===== config.mk =====
export PLATFORM = sky130hd
export DESIGN_NAME = contador_hms_bcd
export DESIGN_NICKNAME = d
export VERILOG_FILES = /design/src/rtl/contador_hms_bcd.sv
export SDC_FILE = /design/constraint.sdc
export NUM_CORES = 1
export LEC_CHECK = 0
export ABC_AREA = 1
export CAP_MARGIN = 0
export CORE_MARGIN = 1.5
export CORE_UTILIZATION = 45
export DETAILED_ROUTE_END_ITERATION = 10
export GPL_TIMING_DRIVEN = 1
export MAX_ROUTING_LAYER = met4
export PLACE_DENSITY = 0.65
export SETUP_SLACK_MARGIN = 0.1
export SYNTH_ARGS = -nofsm -noshare
export SYNTH_HDL_FRONTEND = slang
export SYNTH_SLANG_ARGS = --single-unit

===== constraint.sdc =====
create_clock -name clk -period 1.7 [get_ports clk]
set_input_delay 0.255 -clock clk [delete_from_list [all_inputs] [get_ports clk]]
set_output_delay 0.255 -clock clk [all_outputs]
set_load 0.05 [all_outputs]

===== src/rtl/contador_hms_bcd.sv =====
// HH:MM:SS timekeeping core: divides clk to a 1 Hz tick and keeps six cascaded BCD digits.
// SET mode edits the time through single-cycle pulses; RUN advances it; PAUSE freezes everything.
module contador_hms_bcd #(
  parameter int unsigned CLK_HZ = 50_000_000
) (
  input  logic       clk,
  input  logic       reset,
  input  logic       run,
  input  logic       set_mode,
  input  logic       inc_min,
  input  logic       inc_hour,
  input  logic       clr_sec,
  output logic [3:0] s_unidade,
  output logic [3:0] s_dezena,
  output logic [3:0] m_unidade,
  output logic [3:0] m_dezena,
  output logic [3:0] h_unidade,
  output logic [3:0] h_dezena,
  output logic       tick_1hz,
  output logic       day_wrap
);

  localparam int unsigned PW = (CLK_HZ > 1) ? $clog2(CLK_HZ) : 1;
  localparam logic [PW-1:0] PRE_MAX = PW'(CLK_HZ - 1);

  logic [PW-1:0] presc;
  logic          sec_edge_c;
  logic          s_wrap_c, m_wrap_c, h_wrap_c;
  logic [7:0]    sec_nxt_c, min_nxt_c, hour_nxt_c;
  logic          day_nxt_c;

  // {tens, units} + 1 modulo 60
  function automatic logic [7:0] inc_mod60(input logic [7:0] v);
    logic [3:0] t, u;
    t = v[7:4];
    u = v[3:0];
    if (u == 4'd9) begin
      u = 4'd0;
      t = (t == 4'd5) ? 4'd0 : 4'(t + 4'd1);
    end else begin
      u = 4'(u + 4'd1);
    end
    return {t, u};
  endfunction

  // {tens, units} + 1 modulo 24
  function automatic logic [7:0] inc_mod24(input logic [7:0] v);
    logic [3:0] t, u;
    t = v[7:4];
    u = v[3:0];
    if (t == 4'd2 && u == 4'd3) begin
      t = 4'd0;
      u = 4'd0;
    end else if (u == 4'd9) begin
      t = 4'(t + 4'd1);
      u = 4'd0;
    end else begin
      u = 4'(u + 4'd1);
    end
    return {t, u};
  endfunction

  assign sec_edge_c = !set_mode && run && (presc == PRE_MAX);
  assign s_wrap_c   = (s_dezena == 4'd5) && (s_unidade == 4'd9);
  assign m_wrap_c   = (m_dezena == 4'd5) && (m_unidade == 4'd9);
  assign h_wrap_c   = (h_dezena == 4'd2) && (h_unidade == 4'd3);

  // Next digit values: SET edits take priority over the running carry chain
  always_comb begin
    sec_nxt_c  = {s_dezena, s_unidade};
    min_nxt_c  = {m_dezena, m_unidade};
    hour_nxt_c = {h_dezena, h_unidade};
    day_nxt_c  = 1'b0;
    if (set_mode) begin
      if (clr_sec)  sec_nxt_c  = 8'h00;
      if (inc_min)  min_nxt_c  = inc_mod60({m_dezena, m_unidade});
      if (inc_hour) hour_nxt_c = inc_mod24({h_dezena, h_unidade});
    end else if (sec_edge_c) begin
      sec_nxt_c = inc_mod60({s_dezena, s_unidade});
      if (s_wrap_c) begin
        min_nxt_c = inc_mod60({m_dezena, m_unidade});
        if (m_wrap_c) begin
          hour_nxt_c = inc_mod24({h_dezena, h_unidade});
          day_nxt_c  = h_wrap_c;
        end
      end
    end
  end

  // Prescaler: cleared in SET, frozen in PAUSE
  always_ff @(posedge clk or posedge reset) begin
    if (reset) begin
      presc <= '0;
    end else if (set_mode) begin
      presc <= '0;
    end else if (run) begin
      presc <= (presc == PRE_MAX) ? '0 : PW'(presc + 1'b1);
    end
  end

  always_ff @(posedge clk or posedge reset) begin
    if (reset) begin
      s_unidade <= 4'd0;
      s_dezena  <= 4'd0;
      m_unidade <= 4'd0;
      m_dezena  <= 4'd0;
      h_unidade <= 4'd0;
      h_dezena  <= 4'd0;
      tick_1hz  <= 1'b0;
      day_wrap  <= 1'b0;
    end else begin
      {s_dezena, s_unidade} <= sec_nxt_c;
      {m_dezena, m_unidade} <= min_nxt_c;
      {h_dezena, h_unidade} <= hour_nxt_c;
      tick_1hz              <= sec_edge_c;
      day_wrap              <= day_nxt_c;
    end
  end

endmodule

# --- Yosys cells after proc, flatten, opt, wreduce, memory -nomap -nowiden ---
# Index checks and enable logic that the tools add are counted.
classes:
  add_sub_neg: 7
  multipliers: 0
  n_div: 0
  n_lt_le_gt_ge: 0
  eq_ne: 11
  shift: 0
  muxes: 29
  bitwise_logic: 0
  n_reduce_logical: 15
op_table:
  columns: ["cell", "n"]
  rows:
  - ["two-way mux 8 bit", 12]
  - ["two-way mux 26 bit", 3]
  - ["two-way mux 4 bit", 10]
  - ["adder 26 x 1 -> 26 bit, second input constant", 1]
  - ["equality test 26 bit, second input constant", 1]
  - ["adder 4 x 1 -> 4 bit, second input constant", 6]
  - ["equality test 4 bit, second input constant", 3]
  - ["nonzero test 2 bit", 5]
  - ["equality test 4 x 2 -> 1 bit, second input constant", 2]
  - ["equality test 4 x 3 -> 1 bit, second input constant", 2]
  - ["!= test 2 x 1 -> 1 bit, second input constant", 3]
  - ["AND reduction 3 bit", 2]
  - ["logical AND 1 bit", 5]
  - ["two-way mux 1 bit", 4]
  - ["AND reduction 4 bit", 1]
  - ["AND reduction 2 bit", 1]
  - ["zero test 1 bit", 1]
word_totals:
  ff_bits: 52
  latchBits: 0
  ramBits: 0
  romBits: 0
  in_bits: 7
  out_inout_bits: 26
  wordCells: 71
  mem_count: 0

# --- Longest topological paths before layout ---
depth:
  word_depth: 7
  depth_mapped: 13
  mapped_depth_nobuf: 13

# --- Least setup slack after synthesis ---
# OpenSTA, ideal clock, no wires.
synth_timing:
  kind: "register to register"
  from: "register s_dezena[0]"
  to: "register h_dezena[2]"
  setup_time_ps: 120
  t_arrival_ps: 1761
  required_time_ps: 1580
  slack_ps: -181
  stages_incl_launch_ff: 13
  path_buffers: 0
  synth_period_minus_slack_ps: 1881
  cell_sequence: "dfrtp_1 ha_1 nand2_1 nor2_1 inv_1 nand2_1 nand2_2 inv_2 nand2_2 nor2_4 nand2_2 nand2_1 nand2_1"
synth_between:
  elab_chain_cells: 4
synth_rtl:
  columns: ["item", "line", "rtl"]
  rows:
  - ["from (decl)", "14", "output logic [3:0] s_dezena,"]
  - ["from (signal assigned)", "112", "{s_dezena, s_unidade} <= sec_nxt_c;"]
  - ["equality test 4 x 3 -> 1 bit", "64", "assign s_wrap_c = (s_dezena == 4'd5) && (s_unidade == 4'd9);"]
  - ["logical AND 1 bit", "64", null]
  - ["nonzero test 2 bit (no line)", null, null]
  - ["AND reduction 4 bit (no line)", null, null]
  - ["to (signal assigned)", "114", "{h_dezena, h_unidade} <= hour_nxt_c;"]
  - ["to (decl)", "18", "output logic [3:0] h_dezena,"]
# Every way passes these cells.
# A chain may end at the register's enable or synchronous reset.

# --- Worst setup path after layout ---
layout_timing:
  from: "register presc[1]"
  to: "register presc[17]"
layout_between:
  elab_chain_cells: 4
  word_cells_on_any_way: 5
  cone_classes: "add/sub: 1; eq/ne: 1; mux: 3"
layout_rtl:
  columns: ["item", "line", "rtl"]
  rows:
  - ["from (decl)", "26", "logic [PW-1:0] presc;"]
  - ["from (signal assigned)", "97", "presc <= (presc == PRE_MAX) ? '0 : PW'(presc + 1'b1);"]
  - ["adder 26 x 1 -> 26 bit or equality test 26 bit (tied branches)", "97", null]
  - ["two-way mux 26 bit *", "97", null]
  - ["two-way mux 26 bit *", "96", "end else if (run) begin"]
  - ["two-way mux 26 bit *", "94", "end else if (set_mode) begin"]
# Mark *: on every way between the ends. The rest lies on a longest branch, timed or not. The select of a mux whose other input is x is not followed.

==> qor.csv <==
stage,metric,value,unit
run_status,outcome,finished clean,
timing,fmax,0.635,GHz
detailed_routing,routed_wl,7870,um
place,io_buffers,32,
detailed_routing,avgRoutedWirePerCell,12.5,um
place,placedInstanceArea,3900,um2
worst_setup_path,critical_path_depth,9,
worst_setup_path,slowest_stage,dfrtp_1,
timing,tns,0,ns
timing,finalSetupViolations,0,
worst_setup_path,critical-path-max-stage-delay,0.42,ns
power_and_ir_drop,p_sw_share,38.3,%
worst_setup_path,start_kind,register,
finish,diodes,0,
power_and_ir_drop,pwr_density_cell,817,nW/um2
die,coreArea,7210,um2
worst_setup_path,cp-end-kind,register,
worst_setup_path,path_max_fanout,10,
die,dieArea,7900,um2
finish,n_fill_cell,668,
clock_network,clock_sinks,52,
place,dp_cells,593,
timing,fin_crit,1.57,ns
clock_network,clockBufferDepth,2,
yosys,synthCells,444,
timing,whs,0.222,ns
yosys,syn_avg_cell_area,7.48,um2
power_and_ir_drop,pwr-share-seq,42.3,%
worst_setup_path,cpLargestDelayFamily,simple AND/OR/NAND/NOR gates,
yosys,ys_seq_area_share,39.2,%
power_and_ir_drop,p_clk_share,23.8,%
place,hpwl,5520,um
power_and_ir_drop,intPower,2.23,mW
yosys,yosysMostFrequentCell,nand2_1,
power_and_ir_drop,ir_drop,0.524,mV
timing,maxSlewHeadroom,75.9,%
clock_network,numCtsBuffers,5,
yosys,synth_edf_count,0,
detailed_routing,ant_nets,0,
yosys,ys_top_cells_by_area,"dfrtp_1 39%, nand2_1 16%, inv_1 4.9%, nand3_1 4.8%, nor2_1 4.4%",
power_and_ir_drop,p_switching,1.39,mW
worst_setup_path,critical_path.most_common_cell,nor2_4,
detailed_routing,viasPerCell,4.94,
flow_run,maxCapViolations,0,
detailed_routing,vias,3111,
grt,grt_pass1_wl,12500,um
worst_setup_path,cp.arrival,1.75,ns
grt,grt_use_total,20.7,%
timing,tightestPinTransition,0.361,ns
die,pin_count,33,
clock_network,clock_latency,0.31,ns
timing,skew,0.0133,ns
timing,rsz0062_at_grt,true,
worst_setup_path,crit_path_cell_trace,"ha_4, nand3_4, nor2_4, nand3_2, nor2_4, nor2_4, buf_12, nand3_1, o21ai_1",
yosys,netlist_area,3320,um2
die,start_util,46.0,%
finish,layout.nets,546,
power_and_ir_drop,combPwrFrac,33.9,%
clock_network,cts_tree,built,
worst_setup_path,r2r_setup_slack,0.13,ns
clock_network,htreeDepth,2,
detailed_routing,drt-pass1-iter-count,4,
timing,hold_viol_final,0,
clock_network,hold_buffers,0,
die,rows,31,
finish,fin_util,61.4,%
grt,grt_start_max_net_pins,22,
place,gp_congestion,0.845,
grt,grt-ovfl-total,0,
worst_setup_path,crit_buf_inv,1,
die,dieHeight,88.9,um
finish,stdcell_area,4430,um2
finish,drive_gt1_share,36.0,%
grt,grt_pass1_vias,2705,
worst_setup_path,critPathKind,reg -> reg,
clock_network,path_clk_slew,0.10,ns
worst_setup_path,r2r.worst_path.cells,9,
yosys,yosysWarnings,0,
grt,antenna_found_initial,0,
power_and_ir_drop,leakage,2.04,nW
yosys,synth-seq-cells,52,
yosys,synthArstFlopShare,100,%
yosys,yosysTopAreaCellShare,39.2,%
yosys,ys_types,36,
finish,final_cell_count_no_fill,630,
detailed_routing,drc,0,
clock_network,root_buffer,clkbuf_8,
yosys,synth_nets,460,
worst_setup_path,worstPathRequired,1.88,ns
detailed_routing,drt_iter0_drc,168,
die,die_w,88.9,um
timing,slew_violations,0,
yosys,post-synth-top-area-cell,dfrtp_1,
yosys,synth_ff_type,dfrtp_1,
timing,post-route-period-util,92.6,%
finish,areaGrowthSynthToFinish,33.5,%
yosys,synth_top_cells_by_count,"140 x nand2_1, 52 x dfrtp_1, 43 x inv_1, 39 x nor2_1, 32 x nand3_1",
worst_hold_path,hold_path_class,in -> async,
final cells by class:
| type | instances | area [um2] | area share [%] |
|---|---|---|---|
| timing repair buffer | 81 | 681 | 15.4 |
| multi-input combinational | 343 | 2020 | 45.5 |
| clock buffer | 6 | 72.6 | 1.64 |
| tap | 99 | 124 | 2.80 |
| clock inverter | 2 | 35.0 | 0.791 |
| inverter | 47 | 179 | 4.04 |
| sequential | 52 | 1330 | 29.9 |
metal layers:
layer  GRT usage (%)  vias up  part of all wire (%)
li1                -     1601                     -
met1            29.3     1450                    48
met2            31.3       53                    48
met3            3.23        7                   2.7
met4            4.97        0                  0.81
met5               -        -                     0
worst reg2reg max path, delay by kind of cell (launching register included):
family          cells  cell delay, ns
simple gates        6            0.64
flops               1            0.42
fa+ha+maj           1            0.18
buf+inv             1            0.14
compound gates      1            0.06
flip-flops by register name, summed over array words and instances (netlist names):
register	cells
tick_1hz	1
m_dezena	4
s_dezena	4
h_dezena	4
presc	26
h_unidade	4
s_unidade	4
day_wrap	1
m_unidade	4
stage by stage:
| stage | setup slack (ns) | power (mW) |
|---|---|---|
| 3_5_place_dp | -0.0400 | 2.72 |
| 3_3_place_gp | -0.00101 | 2.71 |
| 4_1_cts | 0.104 | 3.61 |
| 2_1_floorplan | 0.0160 | 2.35 |
| 5_1_grt | 0.00802 | 3.83 |
| 6_report | 0.126 | 3.62 |
what timing repair did:
action	CTS	global route
buffers inserted	4	23
gates cloned	1	1
pin swaps	5	32
setup endpoints to repair	42	44
resized for setup	6	66
final timing paths:
path	to	start
min	h_dezena[3]	reset
max in group asynchronous	presc[18]	reset
max reg2reg	presc[17]	presc[1]
min reg2reg	m_dezena[3]	m_dezena[3]
min in group clk	m_dezena[3]	m_dezena[3]
max	presc[17]	presc[1]
power by group through the flow:
stage / Sequential [mW] / Combinational, mW / Clock (mW)
after global routing: 1.55 / 1.34 / 0.940
final: 1.53 / 1.23 / 0.862
after floorplan: 1.92 / 0.428 / 0
after detailed placement: 1.55 / 1.16 / 0
after CTS: 1.52 / 1.19 / 0.895
after global placement: 1.55 / 1.16 / 0
cells in the final DEF (no fill, tap or decap), drive strengths merged, types with 4 or more instances in the layout:
cell	synthesis	layout
ha	9	9
nor2	53	53
buf	3	75
dfrtp	52	52
xor2	12	12
a21oi	9	9
clkdlybuf4s50	0	6
inv	46	47
o22ai	4	4
nand2	154	156
nor3	7	7
o21ai	25	25
clkbuf	1	6
nand4	9	9
nand3b	5	5
nand3	34	34
or2	8	8
logic make-up after synthesis:
group / share of synthesized area [%]
compound gates: 7.72
simple gates: 39.6
xor+xnor: 3.69
buf+inv: 6.44
flops: 39.2
fa+ha+maj: 3.39
Note: power is estimated with default switching activity, not from simulation.
==> patch 1 (config.mk and constraints unchanged) <==
Add an input register stage for `run`, `set_mode`, `inc_min`, `inc_hour` and `clr_sec`, without a reset; this delays them by one clock.
--- a/src/rtl/contador_hms_bcd.sv
+++ b/src/rtl/contador_hms_bcd.sv
@@ -23,4 +23,18 @@
   localparam int unsigned PW = (CLK_HZ > 1) ? $clog2(CLK_HZ) : 1;
   localparam logic [PW-1:0] PRE_MAX = PW'(CLK_HZ - 1);
+
+  logic run_q;
+  logic set_mode_q;
+  logic inc_min_q;
+  logic inc_hour_q;
+  logic clr_sec_q;
+
+  always_ff @(posedge clk) begin
+    run_q      <= run;
+    set_mode_q <= set_mode;
+    inc_min_q  <= inc_min;
+    inc_hour_q <= inc_hour;
+    clr_sec_q  <= clr_sec;
+  end
 
   logic [PW-1:0] presc;
@@ -61,5 +75,5 @@
   endfunction
 
-  assign sec_edge_c = !set_mode && run && (presc == PRE_MAX);
+  assign sec_edge_c = !set_mode_q && run_q && (presc == PRE_MAX);
   assign s_wrap_c   = (s_dezena == 4'd5) && (s_unidade == 4'd9);
   assign m_wrap_c   = (m_dezena == 4'd5) && (m_unidade == 4'd9);
@@ -72,8 +86,8 @@
     hour_nxt_c = {h_dezena, h_unidade};
     day_nxt_c  = 1'b0;
-    if (set_mode) begin
-      if (clr_sec)  sec_nxt_c  = 8'h00;
-      if (inc_min)  min_nxt_c  = inc_mod60({m_dezena, m_unidade});
-      if (inc_hour) hour_nxt_c = inc_mod24({h_dezena, h_unidade});
+    if (set_mode_q) begin
+      if (clr_sec_q)  sec_nxt_c  = 8'h00;
+      if (inc_min_q)  min_nxt_c  = inc_mod60({m_dezena, m_unidade});
+      if (inc_hour_q) hour_nxt_c = inc_mod24({h_dezena, h_unidade});
     end else if (sec_edge_c) begin
       sec_nxt_c = inc_mod60({s_dezena, s_unidade});
@@ -92,7 +106,7 @@
     if (reset) begin
       presc <= '0;
-    end else if (set_mode) begin
+    end else if (set_mode_q) begin
       presc <= '0;
-    end else if (run) begin
+    end else if (run_q) begin
       presc <= (presc == PRE_MAX) ? '0 : PW'(presc + 1'b1);
     end
Function: changed (Yosys sat finds a counterexample within 4 cycles, from zero or initial values and one cycle with reset high).
==> patch 1 against the unedited design <==
First-iteration DRC count down 40%; setup slack worse by 0.033 ns; total power is 9.9% higher; sequential cell count is 5 higher; final area is 2.6% higher; sequential share of layout area grew 1.5 points; routed wire length grew 6.1%; critical path type unchanged; sequential power up 5%; area after synthesis up 3.0%.
==> patch 1: results (changes against the unedited design) <==
GRT Util Overall=21.6% (+0.85 points); Critical Path Fanout Max=5 (-5); Worst-path clk slew=0.07 ns (-0.03 ns); peak supply drop=0.409 mV (-22%); Leakage=2.05 nW (+0.56%); vias in the first global route=2984 (+10%); post-DP HPWL=5.80 mm (+5.1%); Syn Nets=465 (+1.1%); ranking of synthesized cells by area=dfrtp_1, nand2_1, inv_1, nand3_1, nor2_1; Distinct cells, synth=37 (+2.8%); ys async rst share=91.2% (-8.8 points); first-pass GRT wire length=13.7 mm (+9.6%); H-tree depth=3 (+1); nets=547 (+0.18%); CTS Buf Count=9 (+4); status=finished, final reports clean; Max Clock Skew=0.00630 ns (-0.00700 ns); clock period minus worst slack=1.61 ns (+0.0329 ns); vias per cell=4.96 (+0.42%); DR WL/cell=13.2 um (+5.3%); pre-CTS WS=0.0462 ns (+0.0861 ns); layout cells sized above 1=34.1% (-1.8 points); Iter 0 DRT Violations=100 (-40%); clk_lat worst skew=0.34 ns (+0.03 ns); Tightest Pin Transition=0.462 ns (+0.101 ns)
==> patch 1: cell count changes in the layout (fill, tap and decap cells not counted), moves of 3 or more <==
cell,delta
nand2_2,-6
buf_4,-8
o21ai_1,-4
nor2_2,+4
dfxtp_1,+5
nand2_4,-6
clkbuf_8,+7
nor2_4,-3
o21ai_0,+5
nand2_8,+3
nand2_1,+8
==> patch 1: power breakdown <==
group          switching (mW)  internal (mW)  total, mW
combinational           0.658          0.368       1.03
sequential              0.137           1.46       1.60
clock                   0.555          0.797       1.35
==> patch 1: area by class of cell <==
cell class              instances  area [um2]
inverters                      47         179
flip-flops and latches         57        1430
fillers                       643        2750
well taps                      99         124
multi-input cells             343        2000
clock inverters                 2        35.0
clock buffers                  14         173
repair buffers                 73         612
==> patch 1: path summary, 6_finish.rpt <==
check / startpoint / end / depth (start not counted)
max in group asynchronous: reset / s_dezena[0]$_DFFE_PP0P_ / 3
min reg2reg: m_dezena[3]$_DFFE_PP0P_ / m_dezena[3]$_DFFE_PP0P_ / 2
min: reset / m_unidade[2]$_DFFE_PP0P_ / 2
max reg2reg: s_dezena[1]$_DFFE_PP0P_ / m_dezena[0]$_DFFE_PP0P_ / 11
max: s_dezena[1]$_DFFE_PP0P_ / m_dezena[0]$_DFFE_PP0P_ / 11
min in group clk: inc_min / inc_min_q$_DFF_P_ / 1
==> patch 1: logic make-up after synthesis <==
group                      synth area share, %
xor gates and xnor gates                  3.58
AOI/OAI and AO/OA                         7.50
buffers and inverters                     6.25
adders and majority gates                 3.29
and+or+nand+nor                           38.4
DFF                                       41.0
==> patch 1: critical path, cell delays in order, from the launching register on <==
cell	delay, ns
dfrtp_2	0.41
inv_2	0.07
ha_4	0.12
nand2_2	0.05
nor2_2	0.11
inv_1	0.07
nand2_2	0.08
nand2_4	0.08
nor2_4	0.24
nand3_2	0.13
nand2_1	0.08
nand2_1	0.05
==> patch 1: layer usage <==
metal	vias up	global-route usage, %	part of all wire (%)
met5	-	-	0
met4	0	10.4	2.0
met3	15	3.30	2.6
met2	48	33.6	48
met1	1481	27.5	48
li1	1605	-	-
==> patch 1: metrics by stage <==
step | power, mW | cell area (um2) | utilization [%] | hold WS [ns] | std cells
finish | 3.98 | 4550 | 62.3 | 0.221 | 635
global route | 4.18 | 4550 | 62.3 | 0.246 | 635
CTS | 3.93 | 4220 | 57.9 | 0.219 | 613
detailed placement | 2.56 | 3950 | 54.1 | 0.494 | 592
global placement | 2.54 | 3950 | 54.1 | 0.487 | 592
floorplan | 2.27 | 3450 | - | 0.283 | 449
==> patch 1: repair_timing <==
| action | in CTS | in global routing |
|---|---|---|
| pin swaps | 5 | 24 |
| resized for setup | 7 | 52 |
| cloned | 0 | 2 |
| setup endpoints to repair | 37 | 47 |
| setup buffers | 5 | 20 |
==> patch 2 (config.mk and constraints unchanged) <==
Without the edit above. Change the parameter `CLK_HZ` from 50_000_000 to 200_000_000.
--- a/src/rtl/contador_hms_bcd.sv
+++ b/src/rtl/contador_hms_bcd.sv
@@ -2,5 +2,5 @@
 // SET mode edits the time through single-cycle pulses; RUN advances it; PAUSE freezes everything.
 module contador_hms_bcd #(
-  parameter int unsigned CLK_HZ = 50_000_000
+  parameter int unsigned CLK_HZ = 200_000_000
 ) (
   input  logic       clk,
Formal check against the unedited RTL: same outputs for any inputs over 10 cycles, from zero or initial values and one cycle with reset high; that may be too few to reach the edited logic, so the function may still have changed.
==> patch 2 against the unedited design <==
Hold slack gained 0.064 ns; sequential cell count grew 2; setup slack lost 0.091 ns; clock skew shrank 0.0027 ns; fmax shrank 5.5%; clock power grew 7.3%; area after synthesis grew 1.5%; final area grew 3.8%; total power shrank 0.55%; sequential share of layout area is essentially flat; routed wire length grew 9.6%; highest routed layer unchanged.
==> patch 2: results (changes against the unedited design) <==
status=finished, final reports clean; most frequent cells after synthesis=nand2_1, dfrtp_1, inv_1; Cell Area, Placed=4070 um2 (+4.3%); post-DP HPWL=5.67 mm (+2.7%); Cells after Synth=452 (+1.8%); vias=3289 (+5.7%); FF-to-FF setup slack=0.04 ns (-0.09 ns); Syn Nets=468 (+1.7%); clock period minus worst slack=1.66 ns (+0.0907 ns); Crit path largest cell delay=0.38 ns (-0.04 ns); Signal inverters=53 (+13%); sequential area share after synthesis=40.1% (+0.89 points); Reg2Reg Depth=10 (+1); Max transition margin=67.8% (-8.2 points); layout cells sized above 1=36.4% (+0.39 points); Setup Buffers After CTS=2 (-2); nets=554 (+1.5%); largest net degree at the start of global routing=55 (+150%); cells resized by post-CTS repair=22 (+16); Non-Clock Buffer Count=82 (+1.2%); Max Clock Skew=0.0106 ns (-0.00268 ns); Clk power=925 uW (+7.3%); dpl cells=617 (+4.0%); Clock buffer cells=7 (+1); first-pass GRT wire length=13.2 mm (+5.9%); routed wire length=8.63 mm (+9.6%)
## patch 2: cell types whose count changed in the layout (fill, tap and decap cells not counted), sizes merged, moves of 3 or more
cell / change
inv: +4
nor2: -9
nor3: -3
nand4: +13
nand2: -7
o21ai: +8
nand3b: +3
## patch 2: path summary, 6_finish.rpt
kind / end / startpoint
hold / removal: presc[1]$_DFFE_PP0P_ / reset
hold reg to reg: m_dezena[3]$_DFFE_PP0P_ / m_dezena[3]$_DFFE_PP0P_
min in group clk: m_dezena[3]$_DFFE_PP0P_ / m_dezena[3]$_DFFE_PP0P_
max in group asynchronous: h_unidade[0]$_DFFE_PP0P_ / reset
setup reg to reg: presc[20]$_DFFE_PP0P_ / presc[0]$_DFFE_PP0P_
setup / recovery: presc[20]$_DFFE_PP0P_ / presc[0]$_DFFE_PP0P_
## patch 2: metal layers
metal	GRT usage, %	routed length, um	vias to the layer above
met3	3.60	356	10
met1	29.9	4040	1561
met2	34.0	4110	76
met4	4.76	118	0
li1	-	-	1642
met5	-	0	-
